**src/rtl/mem_access_ctrl.sv**
```systemverilog
// mem_access_ctrl: request-interface responder driving a timed 16-bit async SRAM access.
// Ports:
//   clk, reset_n                  - clock (rising edge), async active-low reset
//   modeOutput                    - request: 00 idle, 01 read, 10 write, 11 ignored
//   memoryAddress, write_data     - request operands, latched on acceptance
//   memDone                       - 1 when idle/ready or access complete
//   read_data                     - data captured by the last completed read
//   memAddr, memDqOut, memDqOe    - external address, write data and data-pin drive enable
//   memDqIn                       - external read data
//   memCe_n, memOe_n, memWe_n     - active-low chip, output and write enables
module mem_access_ctrl #(
  parameter int ADDR_W      = 25,
  parameter int DATA_W      = 16,
  parameter int WAIT_CYCLES = 4
) (
  input  logic              clk,
  input  logic              reset_n,
  input  logic [1:0]        modeOutput,
  input  logic [ADDR_W-1:0] memoryAddress,
  input  logic [DATA_W-1:0] write_data,
  output logic              memDone,
  output logic [DATA_W-1:0] read_data,
  output logic [ADDR_W-1:0] memAddr,
  output logic [DATA_W-1:0] memDqOut,
  input  logic [DATA_W-1:0] memDqIn,
  output logic              memDqOe,
  output logic              memCe_n,
  output logic              memOe_n,
  output logic              memWe_n
);
  typedef enum logic [2:0] {IDLE, RD_SETUP, RD_STROBE, WR_SETUP, WR_STROBE, WR_HOLD, DONE} state_t;
  localparam logic [3:0] LOAD = 4'(WAIT_CYCLES - 1);
  state_t     state;
  logic [3:0] cnt;
  // Outputs are registered, so each state's pin levels appear one clock after the
  // state is entered; the strobe counter only runs once the strobe pin is already low.
  always_ff @(posedge clk or negedge reset_n) begin
    if (!reset_n) begin
      state     <= IDLE;
      cnt       <= 4'd0;
      memDone   <= 1'b1;
      read_data <= '0;
      memAddr   <= '0;
      memDqOut  <= '0;
      memDqOe   <= 1'b0;
      memCe_n   <= 1'b1;
      memOe_n   <= 1'b1;
      memWe_n   <= 1'b1;
    end else begin
      case (state)
        IDLE: begin
          if (modeOutput == 2'b01) begin
            memAddr <= memoryAddress;
            memDone <= 1'b0;
            state   <= RD_SETUP;
          end else if (modeOutput == 2'b10) begin
            memAddr  <= memoryAddress;
            memDqOut <= write_data;
            memDone  <= 1'b0;
            state    <= WR_SETUP;
          end
        end
        RD_SETUP: begin
          memCe_n <= 1'b0;
          cnt     <= LOAD;
          state   <= RD_STROBE;
        end
        RD_STROBE: begin
          memOe_n <= 1'b0;
          if (!memOe_n) begin
            if (cnt == 4'd0) begin
              read_data <= memDqIn;
              memOe_n   <= 1'b1;
              memCe_n   <= 1'b1;
              memDone   <= 1'b1;
              state     <= DONE;
            end else cnt <= cnt - 4'd1;
          end
        end
        WR_SETUP: begin
          memCe_n <= 1'b0;
          memDqOe <= 1'b1;
          cnt     <= LOAD;
          state   <= WR_STROBE;
        end
        WR_STROBE: begin
          memWe_n <= 1'b0;
          if (!memWe_n) begin
            if (cnt == 4'd0) begin
              memWe_n <= 1'b1;
              state   <= WR_HOLD;
            end else cnt <= cnt - 4'd1;
          end
        end
        WR_HOLD: begin
          memDqOe <= 1'b0;
          memCe_n <= 1'b1;
          memDone <= 1'b1;
          state   <= DONE;
        end
        DONE: state <= (modeOutput == 2'b00) ? IDLE : DONE;
        default: state <= IDLE;
      endcase
    end
  end
endmodule

```
**config.mk**
```make
export PLATFORM = sky130hd
export DESIGN_NAME = mem_access_ctrl
export DESIGN_NICKNAME = d
export VERILOG_FILES = /design/src/rtl/mem_access_ctrl.sv
export SDC_FILE = /design/constraint.sdc
export NUM_CORES = 1
export LEC_CHECK = 0
export ABC_AREA = 1
export CAP_MARGIN = 20
export CORE_ASPECT_RATIO = 1.75
export CORE_MARGIN = 1.5
export CORE_UTILIZATION = 43
export DETAILED_ROUTE_END_ITERATION = 8
export GPL_ROUTABILITY_DRIVEN = 0
export PLACE_DENSITY = 0.8
export SLEW_MARGIN = 25
export SYNTH_ARGS = -nofsm -noshare
export SYNTH_HDL_FRONTEND = slang
export SYNTH_SLANG_ARGS = --single-unit
```
**constraint.sdc**
```tcl
create_clock -name clk -period 1.9 [get_ports clk]
set_input_delay 0.285 -clock clk [delete_from_list [all_inputs] [get_ports clk]]
set_output_delay 0.285 -clock clk [all_outputs]
set_load 0.1 [all_outputs]
```
# Word-level counts from Yosys, hierarchy flattened
# Cells that the tools add are included.
# op_classes
addsub	1
eq_ne	13
n_mux	24
n_bitwise	2
n_reduce_logical	16
# ops
operator	count
$mux 25	2
$mux 3	7
$pmux 3 s7	1
$mux 4	3
$pmux 4 s3	1
$reduce_and 3->1	4
$eq 3x3->1 const B	3
$reduce_bool 3->1	3
$ne 2x2->1 const B	4
$mux 1	7
$eq 3x2->1 const B	2
$pmux 1 s3	2
$reduce_and 5->1	1
$logic_not 4->1	1
$reduce_and 4->1	1
$reduce_bool 2->1	2
$sub 4x1->4 const B	1
$eq 3x1->1 const B	1
$logic_not 3->1	1
$ne 3x3->1 const B	1
$eq 2x1->1 const B	1
$eq 2x2->1 const B	1
$logic_not 2->1	1
$not 1->1	2
other kinds (3)	3
# totals
register_bits	69
out_inout_bits	62

# Depth between registers and ports, before layout
# Gate-level depths: netlist of the first run.
# depth
word_depth	4
ltp_mapped	8
ltp_nobuf	8

# Least setup slack after synthesis of the first run
# No wires, ideal clock.
# synth_timing
path_type	register -> register
startpoint	reg memOe_n
endpoint	reg read_data[0]
arrival_time_ns	1.515
setup_slack_ns	0.318
path_stages_with_launch	8
cell_sequence	dfstp_2 inv_1 nand3_1 nor2_4 inv_2 buf_6 nand2_1 nand2_1
# synth_via
elab_chain_cells	2
# synth_lines
item	line_no	text
start, declared	28	output logic memOe_n,
start signal, assigned	47	memOe_n <= 1'b1;
start signal, assigned	69	memOe_n <= 1'b0;
start signal, assigned	73	memOe_n <= 1'b1;
$not 1->1 (no line)	--	
$reduce_and 3->1 (no line)	--	
end signal, assigned	72	read_data <= memDqIn;
end, declared	22	output logic [DATA_W-1:0] read_data,
# Every way passes these cells.
# A chain may end at the register's enable or synchronous reset.

# Final worst setup path of the first run
# layout_timing
startpoint	reg state[1]
endpoint	reg memDqOut[8]
# layout_via
elab_chain_cells	2
# layout_lines
item	line_no	text
start, declared	33	state_t state;
start signal, assigned	101	DONE: state <= (modeOutput == 2'b00) ? IDLE : DONE;
$logic_not 3->1	50	case (state)
$reduce_and 3->1 (no line)	--	
end signal, assigned	58	memDqOut <= write_data;
end, declared	24	output logic [DATA_W-1:0] memDqOut,
# Every way passes these cells.

==> metrics.md, run 1 <==
| Metric | Value |
|---|---|
| Avg Cell Area, Syn | 8.60 µm² |
| Critical Path RT | 2.12 ns |
| Crit path DAT | 1.75 ns |
| Fin crit period | 1.53 ns |
| Die height | 113 µm |
| Sequential-to-total area share from yosys stat | 58.4% |
| Vias in the first global route | 2767 |
| Die area | 7420 µm² |
| Fin. Hold Viols | 0 |
| Total grt overflow | 0 |
| Syn Std Cell Area | 2970 µm² |
| Final net count | 537 |
| Avg WL per Cell | 14.2 µm |
| CP bufs+invs | 1 |
| Slew Limit Fails | 0 |
| MaxCap Viol Count | 0 |
| RSZ-0062 raised after global routing | false |
| Count of input and output buffers | 122 |
| Core area | 6590 µm² |
| Iter 0 DRT Violations | 218 |
| Worst-path clk slew | 0.05 ns |
| CTS resizes | 0 |
| Hold Crit Depth | 2 |
| CTS tree | yes |
| Reg2reg start | state[1]$_DFFE_PN0P_ |
| Final instance area | 4500 µm² |
| Starting Density | 45.0% |
| Worst path top cell family by delay | simple AND/OR/NAND/NOR gates |
| Worst reg2reg path endpoint | memDqOut[8]$_DFFE_PN0P_ |
| Antenna diodes | 0 |
| Crit. End Element | flop |
| R2r setup slk | 0.37 ns |
| Hold crit path type | reg2reg |
| Worst Min Path Start | read_data[13]$_DFFE_PN0P_ |
| Vias per Instance | 5.01 |
| Slew HR | 73.9% |
| Largest net degree at the start of global routing | 70 |
| CTS buffer count | 9 |
| Setup TNS | 0 ns |
| Clk buf depth | 2 |
| Pre-antenna DRT Iters | 4 |
| Final Util | 68.3% |
| Overall Global Routing Usage | 22.8% |
| Crit path max fanout | 19 |
| WHS Endpoint | read_data[13]$_DFFE_PN0P_ |
| Post-DP HPWL | 5.48 mm |
| Final antenna-violating net count | 0 |
| Antenna violations before repair | 0 |
| Slowest cell on crit path | dfrtp_1 |
| Final setup fails | 0 |
| Clk sink count | 69 |
| Die X | 65.8 µm |
| Critical path startpoint category | flop |
| Distinct cells, synth | 23 |
| Slew @ Worst Pin | 0.391 ns |
| FMAX | 0.655 GHz |
| CP max stage delay | 0.46 ns |
| # IOs | 123 |
| Tcrit/Tclk final | 80.3% |
| First-pass GRT wire length | 12.8 mm |
| Syn. warnings | 0 |
| Via Count | 2798 |
| Cells after synthesis | 345 |
| Layout area overhead | 51.6% |
| Post-Route WL | 7.94 mm |
| Worst-Skew Late Latency | 0.34 ns |
| Synth Net Count | 410 |
| CTS H-Tree Depth | 3 |
| Reg2Reg Depth | 6 |
| CTS root buf | clkbuf_16 |
| Fill cells | 536 |
| Layout cells sized above 1 | 20.8% |
| Crit Path Class | reg2reg |
| Placed Area | 4160 µm² |
| Clk_skew | 0.0101 ns |
| Final non-filler cell total | 559 |
| Row cnt | 39 |
| Outcome | complete, no violations |
| Crit-path cells | inv_2 -> nand2_2 -> nor2_8 -> nand2_2 -> nand2_1 -> nand2_1 |
| Placed cells | 542 |
| #FFs+latches synth | 69 |
| DRC violations left | 0 |
-- worst register-to-register path: cells and delay by family, from the launching register on --
kind	cells	cell delay, ns
simple gates	5	0.85
flops	1	0.46
buf+inv	1	0.11
-- final cells by class --
cell class              instances  area (µm²)  area share [%]
repair buffers                127        1180            26.2
inverters                      18        70.1            1.56
multi-input cells             247        1080            24.1
flip-flops and latches         69        1730            38.5
clock inverters                 2        37.5           0.835
well taps                      82         103            2.28
clock buffers                  14         294            6.54
-- worst max path at each step --
stage	from	to	slack (ns)	depth (start not counted)
final	state[1]$_DFFE_PN0P_	memDqOut[8]$_DFFE_PN0P_	0.37	6
after global routing	state[2]$_DFFE_PN0P_	state[2]$_DFFE_PN0P_	0.23	7
after CTS	state[1]$_DFFE_PN0P_	memDqOut[8]$_DFFE_PN0P_	0.36	6
after detailed placement	modeOutput[0]	memAddr[18]$_DFFE_PN0P_	0.13	7
after global placement	modeOutput[0]	memAddr[9]$_DFFE_PN0P_	0.17	7
after floorplan	memOe_n$_DFFE_PN1N_	read_data[0]$_DFFE_PN0P_	0.32	7
-- layer usage --
| metal | GRT usage, % | up-vias | routed length (µm) |
|---|---|---|---|
| met1 | 26.5 | 1350 | 2950 |
| met5 | 0 | - | 0 |
| met2 | 38.3 | 102 | 4230 |
| li1 | - | 1320 | - |
| met3 | 4.27 | 26 | 440 |
| met4 | 13.1 | 0 | 323 |
-- state kept, by name, indices dropped and copies added (netlist names) --
| signal | count |
|---|---|
| memDone | 1 |
| state | 3 |
| memDqOut | 16 |
| cnt | 4 |
| read_data | 16 |
| memDqOe | 1 |
| memAddr | 25 |
| memOe_n | 1 |
| memCe_n | 1 |
| memWe_n | 1 |
-- repair_timing --
item / CTS / global route
endpoints found under the setup margin: 0 / 0
setup buffers: 0 / 0
hold endpoints to repair: 65 / 0
hold buffers: 1 / 0
-- metrics by stage --
| step | hold WS [ns] | setup slack [ns] |
|---|---|---|
| 5_1_grt | 0.492 | 0.225 |
| 4_1_cts | 0.474 | 0.358 |
| 3_3_place_gp | 0.330 | 0.169 |
| 2_1_floorplan | -0.0106 | 0.318 |
| 3_5_place_dp | 0.331 | 0.131 |
| 6_report | 0.470 | 0.374 |
-- synth_stat cells --
cell type | count | share of area, %
ha_1 | 4 | 1.7
nor2_8 | 1 | 0.68
inv_1 | 13 | 1.6
buf_4 | 3 | 0.76
a21oi_1 | 4 | 0.68
o21ai_0 | 4 | 0.68
inv_2 | 4 | 0.51
nand2_1 | 184 | 23
nor2_4 | 1 | 0.38
o21bai_1 | 4 | 1.0
or2_2 | 1 | 0.21
dfrtp_1 | 65 | 55
nand3_1 | 32 | 5.4
dfstp_2 | 4 | 3.5
o21a_1 | 1 | 0.25
buf_6 | 3 | 1.1
nand2_8 | 1 | 0.68
inv_4 | 1 | 0.21
nand2_2 | 2 | 0.42
nor2_1 | 7 | 0.89
buf_2 | 3 | 0.51
nand3_2 | 1 | 0.34
clkbuf_1 | 2 | 0.25
-- cells by family (layout without fill, tap and decap cells) --
| family | Yosys count | after routing | share of synthesized area [%] |
|---|---|---|---|
| and+or+nand+nor | 230 | 230 | 32.3 |
| DFF | 69 | 69 | 58.4 |
| buffers and inverters | 29 | 161 | 5.02 |
| AOI/OAI and AO/OA | 13 | 13 | 2.62 |
| adders and majority gates | 4 | 4 | 1.69 |
-- cells in the final DEF (no fill, tap or decap), types with 5 or more instances in the layout --
cell	instances
inv_1	13
clkdlybuf4s50_1	59
nand3_1	32
clkbuf_8	5
buf_4	60
clkbuf_16	9
nand2_1	184
dfrtp_1	65
nor2_1	7
buf_12	6
Power of run 1 is left out: the tool's default activity adds up to more than one toggle a clock period on the data nets, which glitch-free logic cannot reach.
==> run 2: changes to the inputs <==
CORE_UTILIZATION = 39   (was 43)
PLACE_DENSITY = 0.77   (was 0.8)
clock period = 1.32 ns   (was 1.9 ns; I/O delays follow)
==> run 2 against run 1 <==
The run now ends with negative setup slack left. Count of clock-buffer cells in the layout rose by 1. Global-route usage rose by 0.29 points. Routed wire length increased by 17%. First-iteration DRC count increased by 23%. Via count increased by 5.1%. Flip-flop and latch count unchanged. Critical path depth fell by 5. Largest cell class is now non-clock buffers. Critical path type is now reg2out. Final area is 26% higher. Setup slack got worse by 0.41 ns.
==> metrics.md, run 2 (synthesis results as in run 1) <==
| Metric | Value |
|---|---|
| CP bufs+invs | 1 |
| CTS tree | yes |
| MaxCap Viol Count | 0 |
| Slowest cell on crit path | dfstp_4 |
| Crit. End Element | primary output |
| Die X | 68.9 µm |
| Leading registers by flop count | memAddr: 25 flops, memDqOut: 16 flops, read_data: 16 flops |
| Post-Route WL | 9.25 mm |
| Tcrit/Tclk final | 103% |
| Outcome | finished with violations |
| Clk sink count | 69 |
| Antenna violations before repair | 0 |
| Worst-path clk slew | 0.06 ns |
| Antenna diodes | 0 |
| Crit path DAT | 1.16 ns |
| Critical Path RT | 1.12 ns |
| Final antenna-violating net count | 0 |
| Pre-antenna DRT Iters | 4 |
| Iter 0 DRT Violations | 268 |
| Setup TNS | -0.0829 ns |
| Largest register FFs | 25 |
| Final WS setup | -0.0386 ns |
| Count of input and output buffers | 122 |
| Vias per Instance | 4.94 |
| Final Util | 77.9% |
| Fin crit period | 1.36 ns |
| # IOs | 123 |
| DR WL met3 | 397 µm |
| Largest net degree at the start of global routing | 70 |
| Row cnt | 41 |
| Slew Limit Fails | 0 |
| Crit Path Class | reg2out |
| Placement Setup Slack | -0.370 ns |
| Clk_skew | 0.00473 ns |
| Avg WL per Cell | 15.6 µm |
| CP max stage delay | 0.65 ns |
| Core area | 7280 µm² |
| FMAX | 0.736 GHz |
| Failing checks | negative setup slack |
| Most frequent cells in the layout | nand2_1, buf_12, dfrtp_1 |
| Starting Density | 40.7% |
| R2r setup slk | -0.03 ns |
| Die area | 8160 µm² |
| CTS root buf | clkbuf_16 |
| CTS buffer count | 9 |
| Wl on met1 | 3.22 mm |
| Hold crit path type | in2async |
| DR WL met2 | 5.50 mm |
| CTS H-Tree Depth | 3 |
| First-pass GRT wire length | 14.1 mm |
| Fill cells | 440 |
| Fin. Hold Viols | 0 |
| WHS | 0.405 ns |
| RSZ-0062 raised after global routing | true |
| Vias in the first global route | 2981 |
| Layout area overhead | 91.3% |
| Post-DP HPWL | 6.36 mm |
| Critical path startpoint category | flop |
| Slew @ Worst Pin | 0.382 ns |
| Most common cell after layout, fill and taps aside | nand2_1 |
| Crit-path cells | buf_12 |
| Highest Signal Layer | met4 |
| Final setup fails | 4 |
| Layout cells sized above 1 | 33.6% |
| DRC violations left | 0 |
| Top reg by flops | memAddr |
| Via Count | 2942 |
| Worst path top cell family by delay | flip-flops |
| Slew HR | 74.5% |
| Final net count | 569 |
| Overall Global Routing Usage | 23.0% |
| Crit path max fanout | 3 |
| Clk buf depth | 2 |
| Worst-Skew Late Latency | 0.33 ns |
| Die height | 118 µm |
| Total grt overflow | 0 |
-- run 2: cell count changes in the layout (fill, tap and decap cells not counted), sizes merged --
cell / change
bufinv: -1
buf: +30
clkinv: +1
inv: -1
clkbuf: +3
-- run 2: stage by stage --
stage	instance area, µm²	std cells
2_1_floorplan	2990	345
3_3_place_gp	5060	563
3_5_place_dp	5060	563
4_1_cts	5410	586
5_1_grt	5670	595
6_report	5670	595
-- run 2: layout make-up --
| cell class | count | area, µm² | share of cell area [%] |
|---|---|---|---|
| tap | 86 | 108 | 1.90 |
| inverter | 18 | 87.6 | 1.54 |
| clock buffer | 15 | 258 | 4.54 |
| multi-input combinational | 247 | 1260 | 22.1 |
| timing repair buffer | 159 | 2210 | 39.0 |
| sequential | 69 | 1740 | 30.7 |
| clock inverter | 1 | 7.51 | 0.132 |
-- run 2: path summary, 6_finish.rpt --
kind | start | to | cells past startpoint
max in group asynchronous | reset_n | memCe_n$_DFFE_PN1P_ | 3
max reg2reg | state[0]$_DFFE_PN0P_ | cnt[0]$_DFFE_PN0P_ | 6
min | reset_n | memDqOut[4]$_DFFE_PN0P_ | 3
max | memOe_n$_DFFE_PN1N_ | memOe_n | 1
min in group clk | memDqIn[5] | read_data[5]$_DFFE_PN0P_ | 3
min reg2reg | memCe_n$_DFFE_PN1P_ | memCe_n$_DFFE_PN1P_ | 2
-- run 2: layer usage --
| layer | global-route usage, % | vias to the layer above |
|---|---|---|
| met5 | 0 | - |
| met3 | 4.76 | 14 |
| li1 | - | 1396 |
| met2 | 42.2 | 90 |
| met4 | 9.31 | 0 |
| met1 | 24.1 | 1442 |
-- run 2: timing repair --
| action | in CTS | in global routing |
|---|---|---|
| hold endpoints to repair | 65 | 0 |
| hold buffers | 1 | 0 |
| gates resized for setup | 10 | 54 |
| buffers inserted | 6 | 6 |
| gates cloned | 0 | 3 |
| endpoints found under the setup margin | 40 | 69 |
| pin swaps | 2 | 22 |
Power of run 2 is left out for the same reason.
==> variant 1, RTL diff (settings of run 1) <==
The 7 states of `state_t` get a one-hot encoding in 7 bits.
--- a/src/rtl/mem_access_ctrl.sv
+++ b/src/rtl/mem_access_ctrl.sv
@@ -28,7 +28,7 @@
   output logic              memOe_n,
   output logic              memWe_n
 );
-  typedef enum logic [2:0] {IDLE, RD_SETUP, RD_STROBE, WR_SETUP, WR_STROBE, WR_HOLD, DONE} state_t;
+  typedef enum logic [6:0] {IDLE = 7'b0000001, RD_SETUP = 7'b0000010, RD_STROBE = 7'b0000100, WR_SETUP = 7'b0001000, WR_STROBE = 7'b0010000, WR_HOLD = 7'b0100000, DONE = 7'b1000000} state_t;
   localparam logic [3:0] LOAD = 4'(WAIT_CYCLES - 1);
   state_t     state;
   logic [3:0] cnt;
Behaviour: no difference found for any inputs over 10 cycles, from zero or initial values and one cycle with reset_n low; not proved beyond that.
==> variant 1 against run 1 <==
Cell area grew 4.0%; sequential share of layout area grew 0.68 points; die area grew 6.7%; via count grew 0.86%; count of clock-buffer cells in the layout shrank 3; area after synthesis grew 7.0%; sequential cell count grew 4; routed wire length shrank 2.2%; setup slack lost 0.015 ns; highest routed layer unchanged; critical path type is now input pin to register; first-iteration DRC count shrank 44%.
Power is not shown: default switching activity piles up to over one toggle a cycle in this logic, so the estimate is an artifact.
==> variant 1: results (changes against run 1) <==
CTS
  – CTS H-tree lvls: 3 (unchanged)
  – Post-CTS setup repair buffer count: 0 (unchanged)
  – Clock Latency Late Sink: 0.34 ns (about the same)

Cells and area
  – Final std cells w/o fill: 589 (was 559)
  – Share of cells above drive strength 1: 21.7% (was 20.8%)
  – Fin nets: 564 (was 537)

Place
  – DP HPWL: 5890 um (was 5480 um)
  – DP Cell Count: 572 (was 542)
  – Port Buffers: 122 (unchanged)

Critical path
  – Max stage delay on crit path: 0.50 ns (was 0.46 ns)
  – Crit path max-delay family: buffers and inverters (was simple AND/OR/NAND/NOR gates)
  – Crit Path Max Fanout: 24 (was 19)
  – CP max-delay cell: clkdlybuf4s50_1 (was dfrtp_1)
  – Worst EP arrival: 1.81 ns (was 1.75 ns)

Min path
  – Hold Crit Class: input pin to async pin (was register to register)

Global routing
  – Largest net degree at the start of global routing: 39 (was 70)
  – First-pass GRT wire length: 12500 um (was 12800 um)
  – Total track usage: 21.1% (was 22.8%)
  – Number of global-route vias before repair: 2690 (was 2767)

Logic synthesis
  – Mapped Nets: 433 (was 410)
  – Post-synthesis cell type count: 26 (was 23)
  – Synth top area cells: dfrtp_1 54%, nand2_1 21%, nand3_1 6.9% (was dfrtp_1 55%, nand2_1 23%, nand3_1 5.4%)
  – Post-synthesis cell count: 367 (was 345)
  – Most instantiated cells after synthesis: 174 x nand2_1, 68 x dfrtp_1, 44 x nand3_1 (was 184 x nand2_1, 65 x dfrtp_1, 32 x nand3_1)
  – Sequential-to-total area share from yosys stat: 57.8% (was 58.4%)

Timing
  – Final min period: 1.54 ns (was 1.53 ns)
  – Max Clock Skew: 0.0103 ns (was 0.0101 ns)
  – Slew margin rel.: 73.2% (was 73.9%)

Detailed routing
  – Vias/cell: 4.79 (was 5.01)
  – Final WL: 7770 um (was 7940 um)
  – Starting DRT DRC Count: 123 (was 218)

Outcome
  – Outcome: complete, no violations (unchanged)
## variant 1: routing by layer
metal  share of wire (%)  wire [um]  GRT usage (%)
met1                  37       2850           25.7
met2                  54       4180           33.6
met3                 4.4        344           3.08
met4                 5.0        390           14.9
met5                   0          0              0
## variant 1: path summary, 6_finish.rpt
check / cells after the start / end / slack [ns] / start
max: 8 / memAddr[21] / 0.36 / modeOutput[0]
max in group asynchronous: 3 / memDqOut[13] / 1.01 / reset_n
min in group clk: 2 / cnt[1] / 0.47 / cnt[1]
max reg2reg: 6 / state[1] / 0.38 / cnt[0]
min reg2reg: 2 / cnt[1] / 0.47 / cnt[1]
min: 2 / memAddr[19] / 0.35 / reset_n
## variant 1: kinds of logic after synthesis
logic type / after synthesis / share of synthesized area [%]
flops: 73 / 57.8
buf+inv: 32 / 5.17
simple gates: 249 / 33.3
fa+ha+maj: 5 / 1.97
xor+xnor: 2 / 0.552
compound gates: 6 / 1.18
## variant 1: layout make-up
class | instances | area [sq um]
inverter | 21 | 78.8
clock buffer | 11 | 243
sequential | 73 | 1830
fill | 599 | 2500
multi-input combinational | 262 | 1170
clock inverter | 5 | 31.3
timing repair buffer | 131 | 1210
tap | 86 | 108
## variant 1: worst reg2reg max path, delay by kind of cell (launching register included)
family / cells / cell delay (ns)
AO/OA/AOI/OAI: 1 / 0.32
adder cells (fa/ha/maj): 1 / 0.14
buffers and inverters: 1 / 0.09
flip-flops: 1 / 0.41
AND/OR/NAND/NOR: 3 / 0.48
## variant 1: through the flow
step                      cell area [sq um]  setup WS [ns]  utilization, %  hold slack [ns]
final                                  4680          0.359            65.1            0.346
after global placement                 4390         0.0696            61.2            0.136
after floorplan                        3170          0.428               -          -0.0106
after CTS                              4680          0.370            65.1            0.323
after global routing                   4680          0.217            65.1            0.362
after detailed placement               4390         0.0223            61.2            0.137
==> variant 2, RTL diff (config.mk and constraints of run 1) <==
Made on the original files. Set the parameter `DATA_W` to 20 (it was 16).
--- a/src/rtl/mem_access_ctrl.sv
+++ b/src/rtl/mem_access_ctrl.sv
@@ -10,7 +10,7 @@
 //   memCe_n, memOe_n, memWe_n     - active-low chip, output and write enables
 module mem_access_ctrl #(
   parameter int ADDR_W      = 25,
-  parameter int DATA_W      = 16,
+  parameter int DATA_W      = 20,
   parameter int WAIT_CYCLES = 4
 ) (
   input  logic              clk,
Ports: changed (resized memDqIn, memDqOut, read_data and write_data); port bits go from 123 to 139. No check against the original RTL was run, so the function may have changed too.
==> variant 2 against run 1 <==
Count of clock-buffer cells in the layout shrank 2; routed wire length grew 8.7%; via count grew 7.8%; sequential cell count grew 8; area after synthesis grew 10%; highest routed layer unchanged; largest cell class unchanged; setup slack gained 0.045 ns; worst hold slack gained 0.0011 ns; cell area grew 9.2%.
Power is not shown: default switching activity piles up to over one toggle a cycle in this logic, so the estimate is an artifact.
==> variant 2: results (changes against run 1) <==
Global routing
  – Largest net degree at the start of global routing: 44 (was 70)
  – Initial antenna violation count: 0 (unchanged)
  – First-pass GRT wire length: 13400 um (was 12800 um)
  – Number of global-route vias before repair: 2826 (was 2767)
  – Total track usage: 22.1% (was 22.8%)

Logic synthesis
  – Synth top area cells: dfrtp_1 56%, nand2_1 24%, nand3_1 4.9% (was dfrtp_1 55%, nand2_1 23%, nand3_1 5.4%)
  – Yosys top cell area share: 55.8% (was 54.9%)
  – Mapped Nets: 453 (was 410)
  – Top_reg_cell synth: dfrtp_1 (unchanged)
  – Top-count cell post-synth: nand2_1 (unchanged)
  – Post-synthesis cell type count: 24 (was 23)
  – Synth async-reset ratio: 100% (unchanged)
  – Synthesis warning total: 0 (unchanged)
  – Sequential-to-total area share from yosys stat: 59.0% (was 58.4%)
  – Most instantiated cells after synthesis: 208 x nand2_1, 73 x dfrtp_1, 32 x nand3_1 (was 184 x nand2_1, 65 x dfrtp_1, 32 x nand3_1)

Cells and area
  – Top Registers: memAddr (25), memDqOut (20), read_data (20) (was memAddr (25), memDqOut (16), read_data (16))
  – Fin nets: 597 (was 537)
  – # diodes: 0 (unchanged)
  – Share of cells above drive strength 1: 21.0% (was 20.8%)

Place
  – Port Buffers: 138 (was 122)
  – DP HPWL: 6250 um (was 5480 um)

Detailed routing
  – Final WL: 8630 um (was 7940 um)
  – Starting DRT DRC Count: 163 (was 218)
  – Vias: 3015 (was 2798)
  – First-pass DRT Iterations: 4 (unchanged)

CTS
  – Clock-pin slew on the worst setup and hold paths: 0.06 ns
  – Clock Latency Late Sink: 0.33 ns
  – Clk buf depth: 2 (unchanged)
  – Total CTS buffers: 9 (unchanged)
  – CTS H-tree lvls: 3 (unchanged)
  – Clk Tree Root Cell: clkbuf_16 (unchanged)
  – Resize count post-CTS: 0 (unchanged)

Min path
  – Hold Crit Class: register to register (unchanged)

Critical path
  – Crit Path Max Fanout: 21 (was 19)
  – Worst EP arrival: 1.70 ns (was 1.75 ns)
  – Reg2Reg Setup Slack: 0.42 ns (was 0.37 ns)
  – Worst Setup EP: read_data[7] (was memDqOut[8])
  – Worst Reg-to-Reg Cells: 7 (was 6)
  – Crit path launch: cnt[0] (was state[1])
  – Setup CP Type: register to register (unchanged)

Timing
  – Max Clock Skew: 0.00653 ns (was 0.0101 ns)
  – Slew margin rel.: 60.9% (was 73.9%)

Outcome
  – Outcome: complete, no violations (unchanged)
[variant 2: changes by cell type in the layout (fill, tap and decap cells not counted), moves of 2 or more]
cell and delta:
nand2_1 +24, buf_4 +15, clkdlybuf4s50_1 +8, dfrtp_1 +8, clkbuf_8 -4, nor2_2 +3, clkbuf_1 +2, clkinv_2 +2
nor2_1 -2, o21ai_0 -2
[variant 2: cell type report]
type                            count  area [sq um]
Sequential cell                    77          1930
Timing Repair Buffer              148          1340
Clock inverter                      4          47.5
Fill cell                         606          2380
Multi-Input combinational cell    270          1160
Tap cell                           86           108
Inverter                           18          70.1
Clock buffer                       12           246
[variant 2: metrics by stage]
| stage | setup WS, ns | cell area (sq um) | hold WS (ns) | std cells | util (%) |
|---|---|---|---|---|---|
| floorplan | 0.397 | 3270 | -0.0106 | 380 | - |
| global placement | 0.250 | 4600 | 0.309 | 598 | 63.2 |
| detailed placement | 0.208 | 4600 | 0.320 | 598 | 63.2 |
| CTS | 0.419 | 4910 | 0.474 | 615 | 67.4 |
| global route | 0.238 | 4910 | 0.491 | 615 | 67.4 |
| finish | 0.418 | 4910 | 0.471 | 615 | 67.4 |
[variant 2: layer usage]
metal	track usage [%]	wire, um	vias to the layer above
li1	-	-	1458
met1	23.6	3190	1453
met3	5.90	407	17
met2	38.5	4770	87
met5	0	0	-
met4	10.3	262	0
[variant 2: what timing repair did]
item,in CTS,in global routing
setup endpoints to repair,0,0
endpoints found under the hold margin,37,0
buffers inserted,0,0
hold buffers,1,0
[variant 2: worst max-delay path, cell delays in order (launching register included)]
cell     delay [ns]
dfrtp_1        0.38
inv_1          0.10
ha_1           0.24
nand3_1        0.13
nor2_2         0.17
inv_2          0.19
nand2_1        0.11
nand2_1        0.06
[variant 2: cell families after synthesis]
| logic type | synth area share, % |
|---|---|
| simple gates | 31.7 |
| flops | 59.0 |
| fa+ha+maj | 1.53 |
| compound gates | 2.22 |
| buf+inv | 5.47 |
[variant 2: how the worst min path moves through the flow]
| stage | start | endpoint | depth (start not counted) |
|---|---|---|---|
| after floorplan | reset_n | cnt[0] | 0 |
| after global placement | reset_n | memDqOut[5] | 1 |
| after detailed placement | reset_n | memDqOut[5] | 1 |
| after CTS | read_data[13] | read_data[13] | 2 |
| after global routing | read_data[13] | read_data[13] | 2 |
| final | memDqOut[4] | memDqOut[4] | 2 |
